==> src/rtl/hdlc_rx_frame_ctrl.sv <==
// HDLC receive frame controller: destuffed bit stream to bytes plus frame status.
// Optional statistics counters are enabled by defining HDLC_RX_STATS_EN.
module hdlc_rx_frame_ctrl #(
  parameter int MIN_BYTES = 4,
  parameter int LEN_W     = 12
) (
  input  logic             clk,
  input  logic             reset,
  input  logic             rx_bit,
  input  logic             rx_valid,
  input  logic             det_disc,
  input  logic             det_flag,
  input  logic             det_err,
  output logic [7:0]       out_data,
  output logic             out_valid,
  input  logic             out_ready,
  output logic             rx_overrun,
  output logic             frm_done,
  output logic [1:0]       frm_status,
`ifdef HDLC_RX_STATS_EN
  output logic [15:0]      stat_ok,
  output logic [15:0]      stat_bad,
  output logic [15:0]      stat_ovr,
`endif
  output logic [LEN_W-1:0] frm_len
);

  localparam logic [1:0] S_HUNT  = 2'd0;
  localparam logic [1:0] S_IDLE  = 2'd1;
  localparam logic [1:0] S_FRAME = 2'd2;

  localparam logic [1:0] ST_OK    = 2'd0;
  localparam logic [1:0] ST_ABORT = 2'd1;
  localparam logic [1:0] ST_ALIGN = 2'd2;
  localparam logic [1:0] ST_SHORT = 2'd3;

  logic [1:0]       state;
  logic [6:0]       dl_q;
  logic [2:0]       dl_cnt;
  logic [2:0]       bit_cnt;
  logic [6:0]       asm_q;
  logic [LEN_W-1:0] len_q;

  logic             is_err;
  logic             is_flag;
  logic             is_data;
  logic             in_frame;
  logic             shift_in;
  logic             exit_v;
  logic             exit_b;
  logic             byte_cmp;
  logic             stall;
  logic [2:0]       bc;
  logic [6:0]       asm_base;
  logic [6:0]       asm_nx;
  logic [LEN_W-1:0] len_base;
  logic [LEN_W-1:0] len_inc;
  logic [1:0]       end_status;

  always_comb begin
    is_err   = rx_valid && det_err;
    is_flag  = rx_valid && !det_err && det_flag;
    is_data  = rx_valid && !det_err && !det_flag && !det_disc;
    in_frame = (state == S_FRAME);
    shift_in = is_data && (state != S_HUNT);
    // the oldest bit leaves only once 7 bits are buffered
    exit_v   = shift_in && (dl_cnt == 3'd7);
    exit_b   = dl_q[6];
    bc       = in_frame ? bit_cnt : 3'd0;
    asm_base = in_frame ? asm_q : 7'd0;
    len_base = in_frame ? len_q : '0;
    byte_cmp = exit_v && (bc == 3'd7);
    stall    = out_valid && !out_ready;
    len_inc  = (&len_base) ? len_base
                           : len_base + 1'b1;
    asm_nx   = asm_base;
    for (int i = 0; i < 7; i++) begin
      if (bc == 3'(i)) asm_nx[i] = exit_b;
    end
    if (bit_cnt != 3'd0)
      end_status = ST_ALIGN;
    else if (len_q < LEN_W'(MIN_BYTES))
      end_status = ST_SHORT;
    else
      end_status = ST_OK;
  end

  always_ff @(posedge clk) begin
    if (reset) begin
      state      <= S_HUNT;
      dl_q       <= '0;
      dl_cnt     <= '0;
      bit_cnt    <= '0;
      asm_q      <= '0;
      len_q      <= '0;
      out_data   <= '0;
      out_valid  <= 1'b0;
      rx_overrun <= 1'b0;
      frm_done   <= 1'b0;
      frm_status <= '0;
      frm_len    <= '0;
    end else begin
      frm_done   <= 1'b0;
      rx_overrun <= 1'b0;
      if (out_valid && out_ready)
        out_valid <= 1'b0;

      if (shift_in) begin
        dl_q <= {dl_q[5:0], rx_bit};
        if (dl_cnt != 3'd7)
          dl_cnt <= dl_cnt + 3'd1;
      end

      if (exit_v) begin
        state   <= S_FRAME;
        asm_q   <= asm_nx;
        bit_cnt <= bc + 3'd1;
        len_q   <= byte_cmp ? len_inc : len_base;
      end

      // a completed byte is dropped if the previous one is still pending
      if (byte_cmp) begin
        if (stall) begin
          rx_overrun <= 1'b1;
        end else begin
          out_data  <= {exit_b, asm_base};
          out_valid <= 1'b1;
        end
      end

      if (is_err) begin
        state <= S_HUNT;
        if (in_frame) begin
          frm_done   <= 1'b1;
          frm_status <= ST_ABORT;
          frm_len    <= len_q;
        end
      end else if (is_flag) begin
        state  <= S_IDLE;
        dl_cnt <= '0;
        if (in_frame) begin
          frm_done   <= 1'b1;
          frm_status <= end_status;
          frm_len    <= len_q;
        end
      end
    end
  end

`ifdef HDLC_RX_STATS_EN
  always_ff @(posedge clk) begin
    if (reset) begin
      stat_ok  <= '0;
      stat_bad <= '0;
      stat_ovr <= '0;
    end else begin
      if (frm_done && (frm_status == ST_OK)
          && !(&stat_ok))
        stat_ok <= stat_ok + 16'd1;
      if (frm_done && (frm_status != ST_OK)
          && !(&stat_bad))
        stat_bad <= stat_bad + 16'd1;
      if (rx_overrun && !(&stat_ovr))
        stat_ovr <= stat_ovr + 16'd1;
    end
  end
`endif

endmodule

==> config.mk <==
export PLATFORM = sky130hd
export DESIGN_NAME = hdlc_rx_frame_ctrl
export DESIGN_NICKNAME = d
export VERILOG_FILES = /design/src/rtl/hdlc_rx_frame_ctrl.sv
export SDC_FILE = /design/constraint.sdc
export NUM_CORES = 1
export LEC_CHECK = 0
export ABC_AREA = 1
export CAP_MARGIN = 20
export CORE_MARGIN = 4
export CORE_UTILIZATION = 50
export DETAILED_ROUTE_END_ITERATION = 7
export GPL_TIMING_DRIVEN = 0
export PLACE_DENSITY = 0.83
export SLEW_MARGIN = 10
export SYNTH_ARGS = -nofsm -noshare
export SYNTH_HDL_FRONTEND = slang
export SYNTH_SLANG_ARGS = --single-unit
==> constraint.sdc <==
create_clock -name clk -period 1.89 [get_ports clk]
set_clock_uncertainty 0.1 [all_clocks]
set_input_delay 0.567 -clock clk [delete_from_list [all_inputs] [get_ports clk]]
set_output_delay 0.567 -clock clk [all_outputs]
set_load 0.005 [all_outputs]
; After elaboration in Yosys (flattened, before gate mapping)
; Index checks and enable logic that the tools add are counted.
[classes]
addsub = 3
magnitude_cmp = 1
eq_ne = 10
n_mux = 34
bitwise = 2
reduce_logical = 25
[op_table]
columns = cell, n
row1 = 2-to-1 mux 12 bit, 6
row2 = 2-to-1 mux 1 bit, 16
row3 = "equality test 3 bit, second input constant", 5
row4 = 2-to-1 mux 3 bit, 5
row5 = "adder 12 x 1 -> 12 bit, second input constant", 1
row6 = "< comparator 12 x 3 -> 1 bit, second input constant", 1
row7 = 2-to-1 mux 2 bit, 6
row8 = AND reduction 12 bit, 1
row9 = logical AND 1 bit, 10
row10 = 2-to-1 mux 7 bit, 1
row11 = "adder 3 x 1 -> 3 bit, second input constant", 2
row12 = "equality test 3 x 2 -> 1 bit, second input constant", 2
row13 = nonzero test 2 bit, 3
row14 = zero test 1 bit, 4
row15 = AND reduction 2 bit, 2
row16 = OR reduction 2 bit, 2
row17 = "equality test 3 x 1 -> 1 bit, second input constant", 1
row18 = zero test 3 bit, 1
row19 = "!= test 3 bit, second input constant", 1
row20 = nonzero test 3 bit, 1
row21 = OR reduction 3 bit, 1
row22 = "equality test 2 bit, second input constant", 1
row23 = NOT 1 bit, 2
[word_totals]
register_bits = 59
in_bits = 8
out_inout_bits = 25
wordCells = 88

; Depth between registers and ports, before layout
[depth]
ltp_word = 9
mapped_depth = 14
ltp_nobuf = 13

; Worst setup path before layout
; Ideal clock, no wire load.
[synth_timing]
path_type = register to register
startpoint = register state[0]
endpoint = register out_data[1]
arrival_time_ns = 1.885
t_required_ns = 1.674
path_slack_ns = -0.211
path_stages_with_launch = 14
n_path_buf = 2
period_less_slack_ns = 2.101
path_cell_list = dfxtp_1 > inv_2 > nand2_1 > buf_4 > nor2_1 > ha_1 > ha_1 > inv_1 > nor2_8 > nand2_4 > inv_2 > buf_6 > o21ai_0 > nor2_1
[synth_via]
elab_chain_len = 5
elab_cells_between_ends = 9
cone_classes = 2 x eq/ne / 2 x mux / 5 x reduce/logical
[synth_lines]
columns = element, line_no
row1 = start: declaration, 37  ; logic [1:0] state;
row2 = start signal: assignment, 90  ; state <= S_HUNT;
row3 = start signal: assignment, 115  ; state <= S_FRAME;
row4 = start signal: assignment, 132  ; state <= S_HUNT;
row5 = equality test 2 bit / nonzero test 2 bit (equally long branches), "64, 65"
row6 = 2-to-1 mux 3 bit / logical AND 1 bit (equally long branches), "69, 65"
row7 = equality test 3 bit / logical AND 1 bit (equally long branches), "72, 67"
row8 = logical AND 1 bit, 72  ; byte_cmp = exit_v && (bc == 3'd7);
row9 = AND reduction 2 bit (no source line), -
row10 = end signal: assignment, 126  ; out_data <= {exit_b, asm_base};
row11 = end: declaration, 14  ; output logic [7:0] out_data,
; Parallel ways exist; a longest one is shown, timed or not.
; A chain may end at the register's enable or synchronous reset.

; Final worst setup path
[layout_timing]
startpoint = register state[1]
endpoint = register len_q[5]
[layout_via]
elab_chain_len = 5
elab_cells_between_ends = 12
cone_classes = 1 x add/sub / 2 x eq/ne / 4 x mux / 5 x reduce/logical
[layout_lines]
columns = element, line_no
row1 = equality test 2 bit / nonzero test 2 bit (equally long branches), "64, 65"
row2 = 2-to-1 mux 12 bit (tied with other cells), 71  ; len_base = in_frame ? len_q : '0;
row3 = adder 12 x 1 -> 12 bit (tied with other cells), 75  ; : len_base + 1'b1;
row4 = 2-to-1 mux 12 bit / logical AND 1 bit (equally long branches), "74, 72"
row5 = 2-to-1 mux 12 bit, 118  ; len_q <= byte_cmp ? len_inc : len_base;
row6 = end signal: assignment, 118
row7 = end: declaration, 42  ; logic [LEN_W-1:0] len_q;
; Parallel ways exist; a longest one is shown, timed or not.

==> reports/qor.txt <==
Status - finished with violations
Violated checks - negative setup slack
Largest net degree at the start of global routing - 11
Max VDD drop - 0.000471 V
Max clock buf depth - 2
Final setup violation count - 13
RR Endpoint - len_q[5]
Final cell count without fillers - 537
Root Buffer - clkbuf_8
Final design utilization - 0.726
WP data arrival - 2.15 ns
#FFs+latches synth - 59
Num ports - 33
Grt ovf - 0
CTS clk-pin slew, worst paths - 0.07 ns
Die Y - 82.9 µm
Max incr delay on CP - 0.38 ns
Setup crit end - len_q[5]
Kind of critical path - flip-flop to flip-flop
Vias per Instance - 5.70
Mean area per synthesized cell - 7.22 µm²
FF-to-FF path depth - 15
CP endpoint kind - flip-flop
Cell Area, Synth - 2810 µm²
Initial Utilization - 0.513
CTS tree - yes
Slowest-stage cell, CP - dfxtp_4
Ranking of synthesized cells by area - dfxtp_1 42%, nand2_1 9.6%, a21oi_1 6.2%
H-tree depth - 3
Max Cap Violations - 0
Site Rows - 27
Setup WS pre-CTS - -0.658 ns
Final hold viol count - 0
Drt initial violations - 354
Final #Nets - 476
Reg2reg start - state[1]
Antenna cells - 0
Synth area leader - dfxtp_1
Worst Max-Slew Pin Slew - 0.496 ns
Seq/Total Area, Yosys - 0.421
RSZ-0062 raised after global routing - yes
Routed length per instance - 16.2 µm
Post-DP HPWL - 4.84 mm
CP Cell Sequence - inv_4 > nor2_4 > buf_8 > nand2_4 > inv_4 > ha_4 > ha_4 > inv_4 > nor2_8 > buf_12 > nand2_8 > nor2_2 > nand2_1 > nand2_1 > nor2_1
Final min period - 2.04 ns
GPL Wtd Cong - 0.914
Area Growth Syn to Fin - 41.5%
Pwr Density - 633 nW/µm²
Via count - 3,063
Die ar. - 6880 µm²
Number of global-route vias before repair - 2,763
Sum Neg Setup Slack - -0.725 ns
Post-synth top area share - 0.421
Synth warn - 0
Most common cell after layout, fill and taps aside - nand2_1
Max-slew violations - 0
Synth unique cells - 29
Worst rel slew slack - 0.669
Crit share post-route - 1.08
Critical Path Start - state[1]
Skew-Pair Late Insertion Delay - 0.35 ns
CTS buffer count - 9
Mapped Nets - 405
Total track usage - 0.220
Most frequent cells in the layout - 65 x nand2_1, 57 x dfxtp_1, 40 x inv_1, 33 x nor2_1, 31 x a21oi_1
Hold-fix buffers, CTS - 0
Core Area - 5470 µm²
TritonRoute pass-1 iters - 5
Final worst slack - -0.148 ns
Die W - 82.9 µm
Dpl cells - 492
First-pass GRT wire length - 12.3 mm
Routed Antenna Nets - 0
Layout cells sized above 1 - 0.241
Worst EP required - 2.01 ns
Drt drc - 0
Clock sink count - 59
Final wirelength - 8.71 mm
Top cell by count, worst path - inv_4
FF-to-FF setup slack - -0.15 ns
CP Launch Type - flip-flop
Post-synthesis cell count - 389
F_max - 491 MHz
Worst Hold Class - flip-flop to flip-flop
I/O Buffers - 31
Leakage - 1.66 nW
Crit path max fanout - 7
Initial antenna violation count - 0
## flip-flops by register name (all words and copies together) (netlist names), 2 cells and up
name,flops
asm_q,7
dl_q,7
state,2
frm_len,12
frm_status,2
bit_cnt,3
out_data,8
dl_cnt,3
len_q,12
## logic make-up (layout without fill, tap and decap cells)
logic type,Yosys count,count (layout),share of synthesized area
compound gates,79,79,0.144
xor+xnor,1,1,0.00312
fa+ha+maj,8,8,0.0357
buf+inv,64,140,0.0931
flops,59,59,0.421
simple gates,178,178,0.303
## per-stage QoR
stage	power (mW)	hold slack (ns)	area, µm²
final	2.52	0.362	3970
after floorplan	1.31	0.337	2870
after global placement	1.33	0.347	3270
after global routing	2.60	0.381	3970
after detailed placement	1.33	0.355	3270
after CTS	2.52	0.366	3760
## per-layer routing
| layer | wire length (µm) | track usage | vias to the layer above |
|---|---|---|---|
| met5 | 0 | 0 | - |
| met4 | 437 | 0.107 | 0 |
| met3 | 688 | 0.0575 | 53 |
| met2 | 4280 | 0.375 | 179 |
| met1 | 3300 | 0.256 | 1410 |
| li1 | - | - | 1421 |
## area by class of cell
cell class | count | area [µm²]
multi-input combinational | 266 | 1610
fill | 399 | 1500
sequential | 59 | 1190
timing repair buffer | 61 | 596
inverter | 49 | 199
clock buffer | 15 | 176
tap | 72 | 90.1
buffer | 14 | 82.6
clock inverter | 1 | 30.0
## critical path: cells and delay by family (launching register included)
family	cells	cell delay (ns)
adder cells (fa/ha/maj)	2	0.31
buffers and inverters	5	0.42
flip-flops	1	0.38
AND/OR/NAND/NOR	8	0.71
## what timing repair did
item	in CTS	in global routing
cloned	0	1
setup endpoints to repair	42	39
resized for setup	30	51
hold endpoints to repair	0	0
pin swaps	14	8
setup buffers	24	5
## worst min-delay path by stage
stage | endpoint | slack (ns) | cells after the start | from
2_1_floorplan | dl_cnt[2] | 0.34 | 2 | dl_cnt[2]
3_3_place_gp | dl_q[1] | 0.35 | 2 | dl_q[0]
3_5_place_dp | out_data[4] | 0.35 | 2 | out_data[4]
4_1_cts | out_data[5] | 0.37 | 2 | out_data[5]
5_1_grt | dl_q[5] | 0.38 | 2 | dl_q[5]
6_report | dl_q[5] | 0.36 | 2 | dl_q[4]
## Yosys cell counts
| cell type | number |
|---|---|
| nand2_1 | 72 |
| nor3b_1 | 1 |
| nand2_4 | 2 |
| or2_2 | 1 |
| inv_2 | 4 |
| o22ai_1 | 1 |
| nand4_1 | 10 |
| dfxtp_1 | 59 |
| a31oi_1 | 6 |
| nand3_1 | 25 |
| nor2_1 | 45 |
| nand3b_1 | 2 |
| buf_4 | 2 |
| clkbuf_1 | 7 |
| nand3_2 | 2 |
| nand2_2 | 3 |
| nor2_4 | 2 |
| xor2_1 | 1 |
| nor3_1 | 9 |
| ha_1 | 8 |
| buf_2 | 5 |
| o21ai_1 | 2 |
| a21oi_1 | 35 |
| nor3_2 | 1 |
| nand3_4 | 1 |
| o21ai_0 | 35 |
| inv_1 | 45 |
| buf_6 | 1 |
| nor2_8 | 2 |
## where the power goes
| group | total [mW] | leakage (nW) | internal (mW) | switching (mW) |
|---|---|---|---|---|
| Combinational | 0.0721 | 1.08 | 0.0229 | 0.0492 |
| Clock | 1.20 | 0.104 | 0.719 | 0.481 |
| Sequential | 1.24 | 0.477 | 1.24 | 0.00195 |
| Total | 2.52 | 1.66 | 1.98 | 0.532 |
Note: power is estimated with default switching activity, not from simulation.
==> RTL edit 1, RTL diff (same flow settings) <==
Change the parameter `LEN_W` from 12 to 6.
--- a/src/rtl/hdlc_rx_frame_ctrl.sv
+++ b/src/rtl/hdlc_rx_frame_ctrl.sv
@@ -3,5 +3,5 @@
 module hdlc_rx_frame_ctrl #(
   parameter int MIN_BYTES = 4,
-  parameter int LEN_W     = 12
+  parameter int LEN_W     = 6
 ) (
   input  logic             clk,
Interface: changed (resized frm_len); port bits go from 33 to 27. No check against the original RTL was run, so the function may have changed too.
==> RTL edit 1 against the original RTL <==
- cell area down 29%
- worst setup slack better by 0.14 ns
- power down 34%
- worst hold slack better by 0.0057 ns
- routed wire length down 41%
- sequential cell count down 12
- critical endpoint is now out_data[7]$_SDFFE_PP0P_
- the run still ends with negative setup slack left
- sequential share of layout area up 3.7 points
- area after synthesis down 23%
==> RTL edit 1: results (changes against the original RTL) <==
Run status
  – Run status: finished, violations left
  – Violated checks: negative setup slack

Final layout
  – Regs by FF count: out_data: 8 flops, asm_q: 7 flops, dl_q: 7 flops
  – Fraction of area in registers: 0.336 (+0.0368)
  – Fillers: 325 (-19%)
  – Number of clock buffers in the layout: 6 (-9)
  – #MultiIn Comb: 195 (-27%)
  – Final-stage net count: 351 (-26%)
  – Clock tree cell share of total cell area: 0.0303 (-0.0217)
  – Footprint of the multi-input gates: 1120 µm² (-30%)
  – Data buffer area share: 0.165 (-0.00604)
  – Fraction of layout instances using a drive strength above 1: 0.199 (-0.0415)
  – Non-clock inverter count in the final layout: 35 (-29%)
  – Non-clock buffer count in the final layout: 51 (-32%)

Clock tree
  – Count of cells resized by post-cts repair: 16 (-47%)
  – H-tree depth: 2 (-1)
  – Cts bufs inserted: 5 (-4)
  – Clock latency at the later pin of the worst-skew pair: 0.30 ns (-0.05 ns)
  – Number of setup buffers added after CTS: 9 (-63%)

Synth
  – Sequential share of the synthesized area: 0.437 (+0.0160)
  – FFs w/ async S/R, synth: 0 (unchanged)
  – Distinct cell type count of the synthesized netlist: 28 (-3.4%)
  – Synth Register Bits: 47 (-20%)
  – Synth top area cells: sky130_fd_sc_hd__dfxtp_1, sky130_fd_sc_hd__nand2_1, sky130_fd_sc_hd__a21oi_1
  – Post-synthesis net count: 303 (-25%)
  – Top cell types by occurrence after synthesis: sky130_fd_sc_hd__nand2_1, sky130_fd_sc_hd__dfxtp_1, sky130_fd_sc_hd__a21oi_1, sky130_fd_sc_hd__inv_1

Setup path
  – Reg2Reg Capture Point: out_data[7]$_SDFFE_PP0P_
  – Worst-path fanout max: 8 (+1)
  – Worst r2r path cells: 10 (-5)
  – Slowest CP cell: sky130_fd_sc_hd__dfxtp_2
  – CP peak stage delay: 0.34 ns (-0.04 ns)
  – Critical register-to-register path startpoint: state[0]$_SDFFE_PP0P_
  – Data arrival, critical path: 2.00 ns (-0.15 ns)

Drt
  – DRC violation total after the first TritonRoute iteration: 211 (-40%)
  – Number of iterations in the first detailed-routing pass: 4 (-1)
  – Final wirelength: 5140 µm (-41%)
  – Vias per std cell: 5.36 (-6.0%)

Power and ir drop
  – Maximum vdd ir drop: 475 µV (+0.76%)
  – Power Density: 587 nW/µm² (-7.3%)
  – Leak pwr: 1.11 nW (-33%)

GRT
  – First-pass GRT wire length: 8470 µm (-31%)
  – GRT Util Overall: 0.200 (-0.0204)
  – Pin count of the biggest net entering global routing: 15 (+4)
  – Vias in the first global route: 1878 (-32%)

STA
  – Setup TNS: -0.0151 ns (+0.710 ns)
  – Setup Viol. Count Final: 3 (-10)
  – Relative slew margins: 0.617 (-0.0520)
  – Min setup slack post-route: -0.00903 ns (+0.139 ns)

Min path
  – Hold Crit Start: dl_q[1]$_SDFFE_PP0N_
  – Hold Path Sink: dl_q[2]$_SDFFE_PP0N_

Floorplan
  – Die Footprint: 5420 µm² (-21%)

Placement
  – Gp weighted congestion: 0.845 (-7.5%)
  – Total of buffers placed on input and output ports: 26 (-16%)
  – Final HPWL DP: 3380 µm (-30%)
  – Cell area after placement: 2490 µm² (-24%)
==> RTL edit 1: per-layer routing <==
layer / up-vias / wire length (µm) / GRT usage
li1: 1036 / - / -
met1: 956 / 2240 / 0.259
met2: 68 / 2460 / 0.322
met3: 10 / 327 / 0.0547
met4: 0 / 108 / 0.0624
met5: - / 0 / 0
==> RTL edit 1: cell families (layout without fill, tap and decap cells) <==
logic type	count (synthesis)	in the layout	synth area share
buffers and inverters	45	94	0.0918
DFF	47	47	0.437
adders and majority gates	8	8	0.0465
AOI/OAI and AO/OA	68	68	0.173
and+or+nand+nor	119	119	0.252
==> RTL edit 1: per-stage QoR <==
step | total power, mW | instances | setup slack, ns | hold slack [ns]
floorplan | 1.04 | 287 | 0.00441 | 0.337
global placement | 1.07 | 363 | -0.344 | 0.347
detailed placement | 1.07 | 363 | -0.365 | 0.355
CTS | 1.65 | 380 | -0.00279 | 0.369
global route | 1.71 | 386 | -0.131 | 0.377
finish | 1.65 | 386 | -0.00903 | 0.367
==> RTL edit 1: power by group <==
part           switching (mW)  internal [mW]
combinational          0.0355         0.0209
sequential            0.00126          0.990
clock                   0.343          0.259
==> RTL edit 1: worst max-delay path by stage <==
stage	startpoint	end
2_1_floorplan	state[1]$_SDFFE_PP0P_	out_data[4]$_SDFFE_PP0P_
6_report	state[0]$_SDFFE_PP0P_	out_data[7]$_SDFFE_PP0P_
3_3_place_gp	det_flag	out_data[5]$_SDFFE_PP0P_
3_5_place_dp	det_flag	len_q[1]$_SDFFE_PP0P_
4_1_cts	state[0]$_SDFFE_PP0P_	len_q[2]$_SDFFE_PP0P_
5_1_grt	state[0]$_SDFFE_PP0P_	out_data[7]$_SDFFE_PP0P_
==> RTL edit 2, RTL diff (config.mk and constraints unchanged) <==
Without the edit above. Add a define of `HDLC_RX_STATS_EN`.
--- a/src/rtl/hdlc_rx_frame_ctrl.sv
+++ b/src/rtl/hdlc_rx_frame_ctrl.sv
@@ -1,4 +1,6 @@
 // HDLC receive frame controller: destuffed bit stream to bytes plus frame status.
 // Optional statistics counters are enabled by defining HDLC_RX_STATS_EN.
+`define HDLC_RX_STATS_EN
+
 module hdlc_rx_frame_ctrl #(
   parameter int MIN_BYTES = 4,
Check against the original RTL (old outputs only; new: stat_bad, stat_ok and stat_ovr): equivalent (equiv_simple and equiv_induct, registers matched by name and starting in step).
==> RTL edit 2 against the original RTL <==
- the run still ends with negative setup slack left
- routed wire length grew 96%
- worst setup slack lost 0.0089 ns
- cell area grew 96%
- critical path type unchanged
- sequential cell count grew 48
- first-iteration DRC count grew 53%
- power grew 44%
- clock power grew 10%
- largest cell class unchanged
- critical path depth shrank 2
- global-route usage grew 2.4 points
- worst hold slack gained 0.0085 ns
- core utilization grew 1.8 points
- cell count grew 110%
- sequential share of layout area shrank 0.46 points
- largest power group unchanged
- area after synthesis grew 94%
==> RTL edit 2: results (changes against the original RTL) <==
Setup path
  – Slowest CP cell: sky130_fd_sc_hd__dfxtp_2
  – Worst r2r path cells: 13 (-2)
  – Data arrival, critical path: 2.26 ns (+0.11 ns)

Synth
  – Sequential share of the synthesized area: 0.394 (-0.0271)
  – Post-synthesis net count: 800 (+98%)
  – Synth top area cells: sky130_fd_sc_hd__dfxtp_1, sky130_fd_sc_hd__nand2_1, sky130_fd_sc_hd__nor2_1
  – Distinct cell type count of the synthesized netlist: 35 (+21%)
  – Top cell types by occurrence after synthesis: sky130_fd_sc_hd__nand2_1, sky130_fd_sc_hd__dfxtp_1, sky130_fd_sc_hd__nor2_1, sky130_fd_sc_hd__inv_1, sky130_fd_sc_hd__a21oi_1

Final layout
  – Final-stage net count: 982 (+110%)
  – Regs by FF count: stat_bad: 16 flops, stat_ok: 16 flops, stat_ovr: 16 flops
  – Fillers: 741 (+86%)

STA
  – Min setup slack post-route: -0.157 ns (-0.00887 ns)
  – Actual slew at the worst max-slew pin: 0.654 ns (+0.158 ns)
  – Setup Viol. Count Final: 16 (+3)

Placement
  – Gp weighted congestion: 0.961 (+5.1%)
  – Cell total after placement: 996 (+100%)

GRT
  – First-pass GRT wire length: 25700 µm (+110%)
  – Pin count of the biggest net entering global routing: 18 (+7)

Run status
  – Violated checks: negative setup slack
  – Run status: finished, violations left

Drt
  – Average wire length per cell after detail routing: 15.5 µm (-4.7%)
  – DRC violation total after the first TritonRoute iteration: 540 (+53%)
  – Vias per std cell: 5.50 (-3.5%)
  – Number of iterations in the first detailed-routing pass: 7 (+2)
  – Final wirelength: 17100 µm (+96%)

Power and ir drop
  – Leak pwr: 3.81 nW (+130%)

Clock tree
  – Clock latency at the later pin of the worst-skew pair: 0.38 ns (+0.03 ns)
## RTL edit 2: area by class of cell
class	instances	area share
flip-flops and latches	107	0.295
clock buffers	10	0.0177
repair buffers	170	0.197
clock inverters	5	0.00482
inverters	78	0.0403
well taps	136	0.0219
repair inverters	1	0.000964
plain buffers	23	0.0206
multi-input cells	573	0.403
## RTL edit 2: timing repair
item                       4_1_cts  5_1_grt
pin swaps                       17       20
setup buffers                   67       24
gates cloned                     2        0
hold buffers                     0        0
resized for setup              158       83
setup endpoints to repair      126      111
## RTL edit 2: final timing paths
path / slack [ns] / startpoint / to
hold / removal: 0.37 / frm_len[6]$_SDFFE_PP0P_ / frm_len[6]$_SDFFE_PP0P_
hold reg to reg: 0.37 / frm_len[6]$_SDFFE_PP0P_ / frm_len[6]$_SDFFE_PP0P_
setup reg to reg: -0.16 / state[1]$_SDFFE_PP0P_ / len_q[6]$_SDFFE_PP0P_
setup / recovery: -0.16 / state[1]$_SDFFE_PP0P_ / len_q[6]$_SDFFE_PP0P_
## RTL edit 2: kinds of logic (layout without fill, tap and decap cells)
group | count (synthesis) | after routing | synth area share
AND/OR/NAND/NOR | 405 | 405 | 0.330
AO/OA/AOI/OAI | 121 | 121 | 0.116
flip-flops | 107 | 107 | 0.394
buffers and inverters | 101 | 287 | 0.0775
XOR/XNOR | 36 | 36 | 0.0579
adder cells (fa/ha/maj) | 11 | 11 | 0.0253
## RTL edit 2: power groups by stage
stage                     Sequential, mW  Combinational [mW]  Clock [mW]
after CTS                           2.22              0.0953        1.31
after floorplan                     2.31              0.0492           0
after detailed placement            2.31              0.0888           0
final                               2.22               0.101        1.32
after global placement              2.31              0.0873           0
after global routing                2.22               0.108        1.40
## RTL edit 2: routing by layer
metal,global-route usage,part of all wire
met5,0,0
met1,0.308,0.39
met3,0.0426,0.076
met2,0.419,0.50
met4,0.0865,0.032
## RTL edit 2: stage by stage
stage	utilization	setup TNS (ns)	setup WS, ns	area (µm²)	hold WS (ns)
floorplan	-	-0.00554	-0.00554	5470	0.337
global placement	0.615	-23.06	-0.548	6430	0.350
detailed placement	0.615	-24.33	-0.560	6430	0.358
CTS	0.706	-0.541	-0.0966	7380	0.374
global route	0.744	-3.37	-0.259	7780	0.410
finish	0.744	-1.33	-0.157	7780	0.370
